==> config.mk <==
export PLATFORM = sky130hd
export DESIGN_NAME = priv_trap_sequencer_flat
export DESIGN_NICKNAME = d
export VERILOG_FILES = /design/src/rtl/priv_trap_sequencer_if.sv /design/src/rtl/priv_trap_sequencer.sv /design/src/flat_wrapper.sv
export SDC_FILE = /design/constraint.sdc
export NUM_CORES = 1
export LEC_CHECK = 0
export BUFFER_PORTS_ARGS = -buffer_cell sky130_fd_sc_hd__buf_2
export CAP_MARGIN = 20
export CORE_MARGIN = 2
export CORE_UTILIZATION = 30
export CTS_CLUSTER_DIAMETER = 60
export CTS_CLUSTER_SIZE = 20
export DETAILED_ROUTE_END_ITERATION = 7
export REMOVE_ABC_BUFFERS = 1
export SLEW_MARGIN = 20
export SYNTH_ARGS = -nofsm -noshare
export SYNTH_HDL_FRONTEND = slang
export SYNTH_SLANG_ARGS = --single-unit
export TNS_END_PERCENT = 20
==> constraint.sdc <==
create_clock -name CLK -period 1.6 [get_ports CLK]
set_input_delay 0.08 -clock CLK [delete_from_list [all_inputs] [get_ports CLK]]
set_output_delay 0.08 -clock CLK [all_outputs]
set_load 0.01 [all_outputs]
==> src/rtl/priv_trap_sequencer_if.sv <==
// Bundle between the hazard unit / interrupt sources / CSR file and the trap sequencer.
// master drives the request side, slave is the sequencer itself.
interface priv_trap_sequencer_if #(
  parameter int XLEN = 32
);
  logic            fault_insn, mal_insn, illegal_insn;
  logic            fault_l, mal_l, fault_s, mal_s;
  logic            breakpoint, env;
  logic            fault_insn_page, fault_load_page, fault_store_page;
  logic            mret, wfi, ex_mem_stall, pipe_clear;
  logic [XLEN-1:0] epc, badaddr;
  logic            timer_int, soft_int, ext_int;
  logic            mie_timer, mie_soft, mie_ext, mstatus_mie;
  logic [XLEN-1:0] mtvec, mepc_r;
  logic            insert_pc;
  logic [XLEN-1:0] priv_pc;
  logic            intr, trap_commit, mret_commit;
  logic [XLEN-1:0] mcause_wdata, mepc_wdata, mtval_wdata;
  logic            wfi_sleep, redirect_err;

  modport master (
    output fault_insn, mal_insn, illegal_insn, fault_l, mal_l, fault_s, mal_s,
           breakpoint, env, fault_insn_page, fault_load_page, fault_store_page,
           mret, wfi, ex_mem_stall, pipe_clear, epc, badaddr,
           timer_int, soft_int, ext_int, mie_timer, mie_soft, mie_ext, mstatus_mie,
           mtvec, mepc_r,
    input  insert_pc, priv_pc, intr, trap_commit, mret_commit,
           mcause_wdata, mepc_wdata, mtval_wdata, wfi_sleep, redirect_err
  );

  modport slave (
    input  fault_insn, mal_insn, illegal_insn, fault_l, mal_l, fault_s, mal_s,
           breakpoint, env, fault_insn_page, fault_load_page, fault_store_page,
           mret, wfi, ex_mem_stall, pipe_clear, epc, badaddr,
           timer_int, soft_int, ext_int, mie_timer, mie_soft, mie_ext, mstatus_mie,
           mtvec, mepc_r,
    output insert_pc, priv_pc, intr, trap_commit, mret_commit,
           mcause_wdata, mepc_wdata, mtval_wdata, wfi_sleep, redirect_err
  );
endinterface

==> src/rtl/priv_trap_sequencer.sv <==
// Trap entry / mret / wfi sequencer: picks the winning event, commits CSR values, redirects the pipe.
// Optional VECTORED_TRAP_EN: mtvec mode 2'b01 sends interrupts to base + 4*cause.
module priv_trap_sequencer #(
  parameter int XLEN           = 32,
  parameter int RESUME_TIMEOUT = 15
) (
  input logic                  CLK,
  input logic                  nRST,
  priv_trap_sequencer_if.slave bus
);
  localparam int CW = $clog2(RESUME_TIMEOUT + 1);
  localparam logic [CW-1:0] TMO_LAST = CW'(RESUME_TIMEOUT - 1);
  localparam logic [CW-1:0] TMO_MAX  = CW'(RESUME_TIMEOUT);

  // Bit 11 is the highest priority exception; the table gives each bit's mcause code.
  localparam logic [11:0][3:0] EXC_CODE = {4'd3, 4'd12, 4'd1, 4'd2, 4'd0, 4'd11,
                                           4'd6, 4'd4, 4'd15, 4'd13, 4'd7, 4'd5};

  typedef enum logic [1:0] {IDLE, REDIRECT, SLEEP} state_t;

  state_t          state_reg;
  logic            insert_pc_reg, intr_reg, trap_commit_reg, mret_commit_reg;
  logic            wfi_sleep_reg, redirect_err_reg;
  logic [XLEN-1:0] priv_pc_reg, mcause_reg, mepc_reg, mtval_reg;
  logic [CW-1:0]   tmo_cnt_reg;

  logic [11:0]     exc_vec;
  logic            exc_any, exc_is_env;
  logic [3:0]      exc_code;
  logic [2:0]      pend_en;
  logic            irq_any, irq_take;
  logic [3:0]      irq_code;
  logic [XLEN-1:0] trap_base, irq_target, exc_cause, irq_cause;

  assign exc_vec = {bus.breakpoint, bus.fault_insn_page, bus.fault_insn, bus.illegal_insn,
                    bus.mal_insn, bus.env, bus.mal_s, bus.mal_l, bus.fault_store_page,
                    bus.fault_load_page, bus.fault_s, bus.fault_l};
  assign exc_any = |exc_vec;

  // Scan low to high so the highest set bit overwrites the rest.
  always_comb begin
    exc_code = 4'd0;
    for (int i = 0; i < 12; i++) begin
      if (exc_vec[i]) exc_code = EXC_CODE[i];
    end
  end

  assign exc_is_env = (exc_code == 4'd11);
  assign exc_cause  = {{(XLEN-4){1'b0}}, exc_code};

  assign pend_en  = {bus.ext_int & bus.mie_ext, bus.soft_int & bus.mie_soft,
                     bus.timer_int & bus.mie_timer};
  assign irq_any  = |pend_en;
  assign irq_take = irq_any & bus.mstatus_mie;
  assign irq_code = pend_en[2] ? 4'd11 : (pend_en[1] ? 4'd3 : 4'd7);
  assign irq_cause = {1'b1, {(XLEN-5){1'b0}}, irq_code};

  assign trap_base = {bus.mtvec[XLEN-1:2], 2'b00};

`ifdef VECTORED_TRAP_EN
  assign irq_target = (bus.mtvec[1:0] == 2'b01)
                    ? trap_base + {{(XLEN-6){1'b0}}, irq_code, 2'b00}
                    : trap_base;
`else
  logic unused_mode;
  assign unused_mode = ^bus.mtvec[1:0];
  assign irq_target  = trap_base;
`endif

  always_ff @(posedge CLK or negedge nRST) begin
    if (!nRST) begin
      state_reg        <= IDLE;
      insert_pc_reg    <= 1'b0;
      intr_reg         <= 1'b0;
      trap_commit_reg  <= 1'b0;
      mret_commit_reg  <= 1'b0;
      wfi_sleep_reg    <= 1'b0;
      redirect_err_reg <= 1'b0;
      priv_pc_reg      <= '0;
      mcause_reg       <= '0;
      mepc_reg         <= '0;
      mtval_reg        <= '0;
      tmo_cnt_reg      <= '0;
    end else begin
      trap_commit_reg <= 1'b0;
      mret_commit_reg <= 1'b0;
      case (state_reg)
        IDLE: begin
          tmo_cnt_reg <= '0;
          if (!bus.ex_mem_stall) begin
            if (exc_any) begin
              mcause_reg      <= exc_cause;
              mepc_reg        <= bus.epc;
              mtval_reg       <= exc_is_env ? '0 : bus.badaddr;
              intr_reg        <= 1'b0;
              priv_pc_reg     <= trap_base;
              trap_commit_reg <= 1'b1;
              insert_pc_reg   <= 1'b1;
              state_reg       <= REDIRECT;
            end else if (irq_take) begin
              mcause_reg      <= irq_cause;
              mepc_reg        <= bus.epc;
              mtval_reg       <= '0;
              intr_reg        <= 1'b1;
              priv_pc_reg     <= irq_target;
              trap_commit_reg <= 1'b1;
              insert_pc_reg   <= 1'b1;
              state_reg       <= REDIRECT;
            end else if (bus.mret) begin
              intr_reg        <= 1'b0;
              priv_pc_reg     <= bus.mepc_r;
              mret_commit_reg <= 1'b1;
              insert_pc_reg   <= 1'b1;
              state_reg       <= REDIRECT;
            end else if (bus.wfi) begin
              wfi_sleep_reg   <= 1'b1;
              state_reg       <= SLEEP;
            end
          end
        end
        REDIRECT: begin
          // Timeout only flags the problem; the redirect keeps waiting for the drain.
          if (tmo_cnt_reg != TMO_MAX) tmo_cnt_reg <= tmo_cnt_reg + CW'(1);
          if (tmo_cnt_reg == TMO_LAST) redirect_err_reg <= 1'b1;
          if (bus.pipe_clear) begin
            insert_pc_reg <= 1'b0;
            state_reg     <= IDLE;
          end
        end
        SLEEP: begin
          // Wake ignores mstatus_mie; IDLE then decides whether the interrupt is taken.
          if (irq_any) begin
            wfi_sleep_reg <= 1'b0;
            state_reg     <= IDLE;
          end
        end
        default: state_reg <= IDLE;
      endcase
    end
  end

  assign bus.insert_pc    = insert_pc_reg;
  assign bus.priv_pc      = priv_pc_reg;
  assign bus.intr         = intr_reg;
  assign bus.trap_commit  = trap_commit_reg;
  assign bus.mret_commit  = mret_commit_reg;
  assign bus.mcause_wdata = mcause_reg;
  assign bus.mepc_wdata   = mepc_reg;
  assign bus.mtval_wdata  = mtval_reg;
  assign bus.wfi_sleep    = wfi_sleep_reg;
  assign bus.redirect_err = redirect_err_reg;
endmodule

==> src/flat_wrapper.sv <==
// flat-port wrapper written by rule: the top's interface ports become plain ports
module priv_trap_sequencer_flat 
#(
  parameter int XLEN           = 32,
  parameter int RESUME_TIMEOUT = 15
)
  (CLK, nRST, bus_fault_insn, bus_mal_insn, bus_illegal_insn, bus_fault_l, bus_mal_l, bus_fault_s, bus_mal_s, bus_breakpoint, bus_env, bus_fault_insn_page, bus_fault_load_page, bus_fault_store_page, bus_mret, bus_wfi, bus_ex_mem_stall, bus_pipe_clear, bus_epc, bus_badaddr, bus_timer_int, bus_soft_int, bus_ext_int, bus_mie_timer, bus_mie_soft, bus_mie_ext, bus_mstatus_mie, bus_mtvec, bus_mepc_r, bus_insert_pc, bus_priv_pc, bus_intr, bus_trap_commit, bus_mret_commit, bus_mcause_wdata, bus_mepc_wdata, bus_mtval_wdata, bus_wfi_sleep, bus_redirect_err);
  priv_trap_sequencer_if #(.XLEN(XLEN)) bus_i ();
  input logic CLK;
  input logic nRST;
  input wire logic [$bits(bus_i.fault_insn)-1:0] bus_fault_insn;
  input wire logic [$bits(bus_i.mal_insn)-1:0] bus_mal_insn;
  input wire logic [$bits(bus_i.illegal_insn)-1:0] bus_illegal_insn;
  input wire logic [$bits(bus_i.fault_l)-1:0] bus_fault_l;
  input wire logic [$bits(bus_i.mal_l)-1:0] bus_mal_l;
  input wire logic [$bits(bus_i.fault_s)-1:0] bus_fault_s;
  input wire logic [$bits(bus_i.mal_s)-1:0] bus_mal_s;
  input wire logic [$bits(bus_i.breakpoint)-1:0] bus_breakpoint;
  input wire logic [$bits(bus_i.env)-1:0] bus_env;
  input wire logic [$bits(bus_i.fault_insn_page)-1:0] bus_fault_insn_page;
  input wire logic [$bits(bus_i.fault_load_page)-1:0] bus_fault_load_page;
  input wire logic [$bits(bus_i.fault_store_page)-1:0] bus_fault_store_page;
  input wire logic [$bits(bus_i.mret)-1:0] bus_mret;
  input wire logic [$bits(bus_i.wfi)-1:0] bus_wfi;
  input wire logic [$bits(bus_i.ex_mem_stall)-1:0] bus_ex_mem_stall;
  input wire logic [$bits(bus_i.pipe_clear)-1:0] bus_pipe_clear;
  input wire logic [$bits(bus_i.epc)-1:0] bus_epc;
  input wire logic [$bits(bus_i.badaddr)-1:0] bus_badaddr;
  input wire logic [$bits(bus_i.timer_int)-1:0] bus_timer_int;
  input wire logic [$bits(bus_i.soft_int)-1:0] bus_soft_int;
  input wire logic [$bits(bus_i.ext_int)-1:0] bus_ext_int;
  input wire logic [$bits(bus_i.mie_timer)-1:0] bus_mie_timer;
  input wire logic [$bits(bus_i.mie_soft)-1:0] bus_mie_soft;
  input wire logic [$bits(bus_i.mie_ext)-1:0] bus_mie_ext;
  input wire logic [$bits(bus_i.mstatus_mie)-1:0] bus_mstatus_mie;
  input wire logic [$bits(bus_i.mtvec)-1:0] bus_mtvec;
  input wire logic [$bits(bus_i.mepc_r)-1:0] bus_mepc_r;
  output wire logic [$bits(bus_i.insert_pc)-1:0] bus_insert_pc;
  output wire logic [$bits(bus_i.priv_pc)-1:0] bus_priv_pc;
  output wire logic [$bits(bus_i.intr)-1:0] bus_intr;
  output wire logic [$bits(bus_i.trap_commit)-1:0] bus_trap_commit;
  output wire logic [$bits(bus_i.mret_commit)-1:0] bus_mret_commit;
  output wire logic [$bits(bus_i.mcause_wdata)-1:0] bus_mcause_wdata;
  output wire logic [$bits(bus_i.mepc_wdata)-1:0] bus_mepc_wdata;
  output wire logic [$bits(bus_i.mtval_wdata)-1:0] bus_mtval_wdata;
  output wire logic [$bits(bus_i.wfi_sleep)-1:0] bus_wfi_sleep;
  output wire logic [$bits(bus_i.redirect_err)-1:0] bus_redirect_err;
  assign bus_i.fault_insn = bus_fault_insn;
  assign bus_i.mal_insn = bus_mal_insn;
  assign bus_i.illegal_insn = bus_illegal_insn;
  assign bus_i.fault_l = bus_fault_l;
  assign bus_i.mal_l = bus_mal_l;
  assign bus_i.fault_s = bus_fault_s;
  assign bus_i.mal_s = bus_mal_s;
  assign bus_i.breakpoint = bus_breakpoint;
  assign bus_i.env = bus_env;
  assign bus_i.fault_insn_page = bus_fault_insn_page;
  assign bus_i.fault_load_page = bus_fault_load_page;
  assign bus_i.fault_store_page = bus_fault_store_page;
  assign bus_i.mret = bus_mret;
  assign bus_i.wfi = bus_wfi;
  assign bus_i.ex_mem_stall = bus_ex_mem_stall;
  assign bus_i.pipe_clear = bus_pipe_clear;
  assign bus_i.epc = bus_epc;
  assign bus_i.badaddr = bus_badaddr;
  assign bus_i.timer_int = bus_timer_int;
  assign bus_i.soft_int = bus_soft_int;
  assign bus_i.ext_int = bus_ext_int;
  assign bus_i.mie_timer = bus_mie_timer;
  assign bus_i.mie_soft = bus_mie_soft;
  assign bus_i.mie_ext = bus_mie_ext;
  assign bus_i.mstatus_mie = bus_mstatus_mie;
  assign bus_i.mtvec = bus_mtvec;
  assign bus_i.mepc_r = bus_mepc_r;
  assign bus_insert_pc = bus_i.insert_pc;
  assign bus_priv_pc = bus_i.priv_pc;
  assign bus_intr = bus_i.intr;
  assign bus_trap_commit = bus_i.trap_commit;
  assign bus_mret_commit = bus_i.mret_commit;
  assign bus_mcause_wdata = bus_i.mcause_wdata;
  assign bus_mepc_wdata = bus_i.mepc_wdata;
  assign bus_mtval_wdata = bus_i.mtval_wdata;
  assign bus_wfi_sleep = bus_i.wfi_sleep;
  assign bus_redirect_err = bus_i.redirect_err;
  priv_trap_sequencer #(.XLEN(XLEN), .RESUME_TIMEOUT(RESUME_TIMEOUT)) u_core (.CLK(CLK), .nRST(nRST), .bus(bus_i));
endmodule
==> results of run 1 <==
-- worst max-delay path: cells and delay by family (launching register included) --
kind	cells	cell delay, ns
DFF	1	0.44
and+or+nand+nor	2	0.37
buffers and inverters	2	0.34
AOI/OAI and AO/OA	1	0.28
-- power by group --
| part | total, mW | switching [mW] | internal [mW] |
|---|---|---|---|
| Clock | 4.13 | 1.30 | 2.83 |
| Combinational | 2.37 | 1.15 | 1.22 |
| Sequential | 3.71 | 0.317 | 3.40 |
| Total | 10.2 | 2.77 | 7.45 |
-- layout by cell type (no fill, tap or decap), types with 3 or more instances in the layout --
| master | Yosys | layout |
|---|---|---|
| buf_2 | 12 | 256 |
| dfrtp_1 | 113 | 112 |
| nand2_1 | 107 | 107 |
| dlygate4sd3_1 | 0 | 100 |
| a22o_1 | 34 | 34 |
| nand2b_1 | 31 | 31 |
| buf_4 | 35 | 28 |
| conb_1 | 1 | 27 |
| o221a_2 | 21 | 21 |
| clkbuf_16 | 0 | 20 |
| inv_1 | 11 | 11 |
| o221a_1 | 9 | 9 |
| o21ai_0 | 9 | 9 |
| a21oi_1 | 8 | 8 |
| buf_12 | 0 | 8 |
| nor2_1 | 7 | 7 |
| bufinv_16 | 0 | 5 |
| nand3_1 | 4 | 4 |
| clkinvlp_4 | 0 | 3 |
-- layout make-up --
class	count	area, um2	share of cell area
clock buffers	21	460.4	0.05523
multi-input cells	295	1810	0.2172
well taps	216	270.3	0.03242
repair buffers	396	2739	0.3285
clock inverters	10	182.7	0.02191
flip-flops and latches	113	2829	0.3393
inverters	12	45.04	0.005403
-- timing repair --
item | CTS | global route
gates resized for setup | 1 | 3
gates cloned | 0 | 4
endpoints found under the hold margin | 212 | 0
buffers inserted | 0 | 2
hold buffers | 100 | 0
pin swaps | 0 | 1
setup endpoints to repair | 27 | 32
-- stage by stage --
step                setup TNS (ns)  setup WS (ns)  hold slack, ns
finish                           0        0.04705         0.02599
global route                     0       0.001003         0.01304
CTS                              0        0.03675        0.003599
detailed placement          -9.252        -0.1810          0.2133
global placement            -5.637        -0.1311          0.2071
floorplan                  -140.08         -1.777         -0.2156
-- final timing paths --
check,from,to,slack (ns),depth (start not counted)
setup / recovery,u_core.state_reg[1],u_core.bus.priv_pc[18],0.05,5
hold / removal,bus_mtvec[31],u_core.bus.priv_pc[31],0.03,3
hold reg to reg,u_core.bus.redirect_err,u_core.bus.redirect_err,0.47,1
min in group asynchronous,nRST,u_core.bus.priv_pc[23],0.29,3
max in group asynchronous,nRST,u_core.bus.mcause_wdata[2],0.79,3
setup reg to reg,u_core.state_reg[1],u_core.bus.priv_pc[18],0.05,5
-- logic make-up (layout without fill, tap and decap cells) --
kind of cell               after synthesis  after routing  synth area share
DFF                                    113            113            0.5770
adders and majority gates                2              2          0.005105
buffers and inverters                   64            439           0.07889
other                                    1             27         0.0007652
and+or+nand+nor                        166            166            0.1588
muxes                                    2              2          0.004340
AOI/OAI and AO/OA                       98             98            0.1751
-- metal layers --
metal | GRT usage | vias to the layer above
li1 | - | 2288
met1 | 0.2153 | 2307
met2 | 0.3118 | 226
met3 | 0.05536 | 20
met4 | 0.06039 | 0
met5 | 0 | -
==> results_dict.tcl, run 1 <==
set metrics [dict create \
    crit_required_ns 1.88 \
    grt_overflow 0 \
    ctsHtreeMaxLevel 4 \
    grt_pass1_vias 5138 \
    nNetsFinal 990 \
    synth_cells 446 \
    max_freq_ghz 0.6439 \
    cp.arrival_ns 1.83 \
    cap_violations 0 \
    ir_drop_uv 666.5 \
    dpl.hpwl_um 10020 \
    synth-edff-count 0 \
    wl_met1_um 6649 \
    start_util 0.3074 \
    routed_wl_um 15990 \
    avgSynthCellArea_um2 10.99 \
    async_flop_share 1.000 \
    gp_congestion 0.8211 \
    clk_latency_ns 0.40 \
    worst_pin_slew_ns 0.6425 \
    holdCritPathClass "input port to flop" \
    powerDensity_nw_per_um2 1225 \
    leakage_nw 4.218 \
    ys.flop_type "dfrtp_1" \
    grt_pass1_wl_um 25300 \
    hold_violations 0 \
    ant_nets 0 \
    clock_path_buffers 2 \
    drtPass1Iterations 4 \
    cts_root_buffer "clkbuf_16" \
    fin_crit_sh 0.9706 \
    wl_met2_um 8019 \
    synth_warnings 0 \
    synth_area_um2 4901 \
    dieArea_um2 17380 \
    ys_ff_latch 113 \
    io_pins 287 \
    cts_tree "built" \
    synth_common_cells "dfrtp_1, nand2_1, buf_4" \
    drt_iter0_drc 239 \
    rows 46 \
    rsz0062_at_grt "false" \
    num_vias 4841 \
    post-synth-top-count-cell "dfrtp_1" \
    stdcell_count 1063 \
    n_antenna_cell 0 \
    stdcell_area_um2 8337 \
    syn_to_final_growth_pct 70.10 \
    synth_area_leaders "dfrtp_1, nand2_1, a22o_1, buf_4, o221a_2" \
    wl_per_cell_um 15.04 \
    crit_type "flop to flop" \
    synth_top_area_share 0.5770 \
    track_usage 0.1808 \
    finalPower_mw 10.21 \
    slew_violations 0 \
    cts_buffers 17 \
    worstSetupEndpointType "flop" \
    drive_gt1_frac 0.4203 \
    min_period_ns 1.553 \
    startpoint_type "flop" \
    cp_slowest_cell "dfrtp_2" \
    topRoutingLayerUsed "met4" \
    grt_max_degree 114 \
    clkSlewWorstSetupHoldPaths_ns 0.05 \
    status "finished, final reports clean" \
    antenna_found_initial 0 \
    cts.sinks 113 \
    die_w_um 131.8 \
    die_y_um 131.8 \
    remaining_drc_errors 0 \
    path_cells "nor3_4 -> buf_4 -> nand3_2 -> buf_12 -> o221a_2" \
    cpPeakStageDelay_ns 0.44 \
    finClkSkew_ns 0.005889 \
    placed_area_um2 6559 \
    fill_cells 1377 \
    crit_fanout 31 \
    synth_top_cell_by_area "dfrtp_1" \
    yosysSeqAreaShare 0.5770 \
    relSlewSlack 0.5717 \
    setup_violations 0 \
    place_inst 926 \
    final_util 0.5229 \
    synth_cell_types 45 \
    io_buffer_count 257 \
    routed-wl-met3_um 1038 \
    routed_via_density 4.554 \
    core_um2 15940 \
]
Power figures use the tool's default switching activity.
==> run 2, diff against run 1 <==
--- a/config.mk
+++ b/config.mk
@@ -13,6 +13,7 @@
 export CTS_CLUSTER_SIZE = 20
 export DETAILED_ROUTE_END_ITERATION = 7
 export REMOVE_ABC_BUFFERS = 1
+export SETUP_SLACK_MARGIN = 0.5
 export SLEW_MARGIN = 20
 export SYNTH_ARGS = -nofsm -noshare
 export SYNTH_HDL_FRONTEND = slang
==> run 2 against run 1 <==
  * Die area unchanged
  * Register-to-register slack about the same
  * Clock skew down 0.0010 ns
  * Clock-buffer cell count unchanged
  * Via count up 1.2%
  * Clock power about the same
  * Non-clock buffer count up 6
  * Setup slack worse by 0.00082 ns
  * Critical path depth down 1
  * Sequential share of layout area down 1.3 points
  * Wire length up 4.0%
  * Cell count up 0.56%
  * Critical endpoint is now u_core.bus.mcause_wdata[0]
  * Highest routed layer unchanged
==> results_dict.tcl, run 2 (synthesis gave the netlist of run 1 again) <==
set metrics [dict create \
    leakage_nw 4.310 \
    gp_congestion 0.8211 \
    die_y_um 131.8 \
    drt_iter0_drc 217 \
    crit_required_ns 1.89 \
    core_um2 15940 \
    worstSetupEndpointType "flop" \
    rows 46 \
    final_util 0.5445 \
    dpl.hpwl_um 10020 \
    holdCritPathClass "input port to flop" \
    remaining_drc_errors 0 \
    grt_max_degree 114 \
    start_util 0.3074 \
    clkSlewWorstSetupHoldPaths_ns 0.05 \
    wl_per_cell_um 15.55 \
    stdcell_count 1069 \
    use_met2 0.3214 \
    mostFrequentLayoutCells "buf_2, dfrtp_1, nand2_1, dlygate4sd3_1, a22o_1" \
    fin_crit_sh 0.9711 \
    cp_slowest_cell "dfrtp_2" \
    num_vias 4897 \
    min_period_ns 1.554 \
    clk_latency_ns 0.40 \
    track_usage 0.1845 \
    io_buffer_count 257 \
    antenna_found_initial 0 \
    routed_wl_um 16620 \
    cts_root_buffer "clkbuf_16" \
    io_pins 287 \
    hold_violations 0 \
    cts.sinks 113 \
    grt_util_met1 0.2183 \
    syn_to_final_growth_pct 77.13 \
    cp.arrival_ns 1.84 \
    powerDensity_nw_per_um2 1200 \
    rsz0062_at_grt "true" \
    setup_violations 0 \
    place_inst 926 \
    cts_buffers 17 \
    cpPeakStageDelay_ns 0.44 \
    cts_tree "built" \
    ir_drop_uv 671.0 \
    crit_type "flop to flop" \
    path_buf_inv 1 \
    path_cells "or3_4 -> buf_4 -> or3_1 -> o22a_1" \
    ctsHtreeMaxLevel 4 \
    status "finished, final reports clean" \
    grt_pass1_wl_um 25730 \
    grt_util_met3 0.05536 \
    n_antenna_cell 0 \
    drtPass1Iterations 7 \
    max_freq_ghz 0.6436 \
    layout_commonest_cell "buf_2" \
    startpoint_type "flop" \
    finClkSkew_ns 0.004848 \
    ant_nets 0 \
    clock_path_buffers 2 \
    die_w_um 131.8 \
    slew_violations 0 \
    relSlewSlack 0.5704 \
    worst_pin_slew_ns 0.6444 \
    crit_fanout 4 \
    gr-max-usage-layer "met2" \
    nNetsFinal 996 \
    dieArea_um2 17380 \
    grt_overflow 0 \
    grt_pass1_vias 5165 \
    cp_top_family "simple AND/OR/NAND/NOR gates" \
    cap_violations 0 \
    routed_via_density 4.581 \
    drive_gt1_frac 0.4560 \
]
run 2: cell count changes in the layout (fill, tap and decap cells not counted), sizes merged:
cell / change
clkbuf: +1
clkinv: +2
buf: +5
inv: -2
run 2: report_power, final:
part | total, mW | switching, mW | internal (mW)
Sequential | 3.74 | 0.342 | 3.40
Clock | 4.14 | 1.31 | 2.83
Combinational | 2.53 | 1.20 | 1.33
Total | 10.4 | 2.85 | 7.56
run 2: worst paths after layout:
check                      slack, ns                          to  depth (start not counted)                       from
max                             0.05  u_core.bus.mcause_wdata[0]                          4        u_core.state_reg[0]
min                             0.02      u_core.bus.priv_pc[31]                          3              bus_mtvec[31]
max reg2reg                     0.05  u_core.bus.mcause_wdata[0]                          4        u_core.state_reg[0]
min reg2reg                     0.47   u_core.bus.mepc_wdata[19]                          2  u_core.bus.mepc_wdata[19]
max in group asynchronous       0.79  u_core.bus.mcause_wdata[2]                          3                       nRST
min in group asynchronous       0.28      u_core.bus.priv_pc[23]                          3                       nRST
run 2: metrics by stage:
step | cell area (um2) | power [mW] | setup slack [ns] | hold WS [ns] | TNS (ns)
4_1_cts | 8307 | 10.27 | 0.04018 | 0.0002164 | 0
2_1_floorplan | 4657 | 4.682 | -1.777 | -0.2156 | -140.08
3_3_place_gp | 6559 | 5.781 | -0.1311 | 0.2071 | -5.637
3_5_place_dp | 6559 | 5.824 | -0.1810 | 0.2133 | -9.252
5_1_grt | 8681 | 10.93 | -0.001602 | 0.01320 | -0.001602
6_report | 8681 | 10.41 | 0.04623 | 0.02379 | 0
run 2: layout make-up:
type	instances	area [um2]
sequential	113	2831
clock inverter	10	182.7
inverter	12	67.56
multi-input combinational	295	1991
tap	216	270.3
clock buffer	21	460.4
fill	1364	7262
timing repair buffer	402	2878
run 2: timing repair:
item,4_1_cts,5_1_grt
hold endpoints to repair,212,0
cloned,1,4
resized for setup,7,67
pin swaps,0,72
hold buffers,100,0
buffers inserted,5,2
setup endpoints to repair,110,113
run 2: worst register-to-register path, cell delays in order (launching register included):
cell and delay (ns):
dfrtp_2 0.44, or3_4 0.40, buf_4 0.15, or3_1 0.30
o22a_1 0.16
run 2: routing by layer:
metal,part of all wire,vias to the layer above
met4,0.020,0
met3,0.064,24
li1,-,2304
met1,0.41,2333
met5,0,-
met2,0.51,236
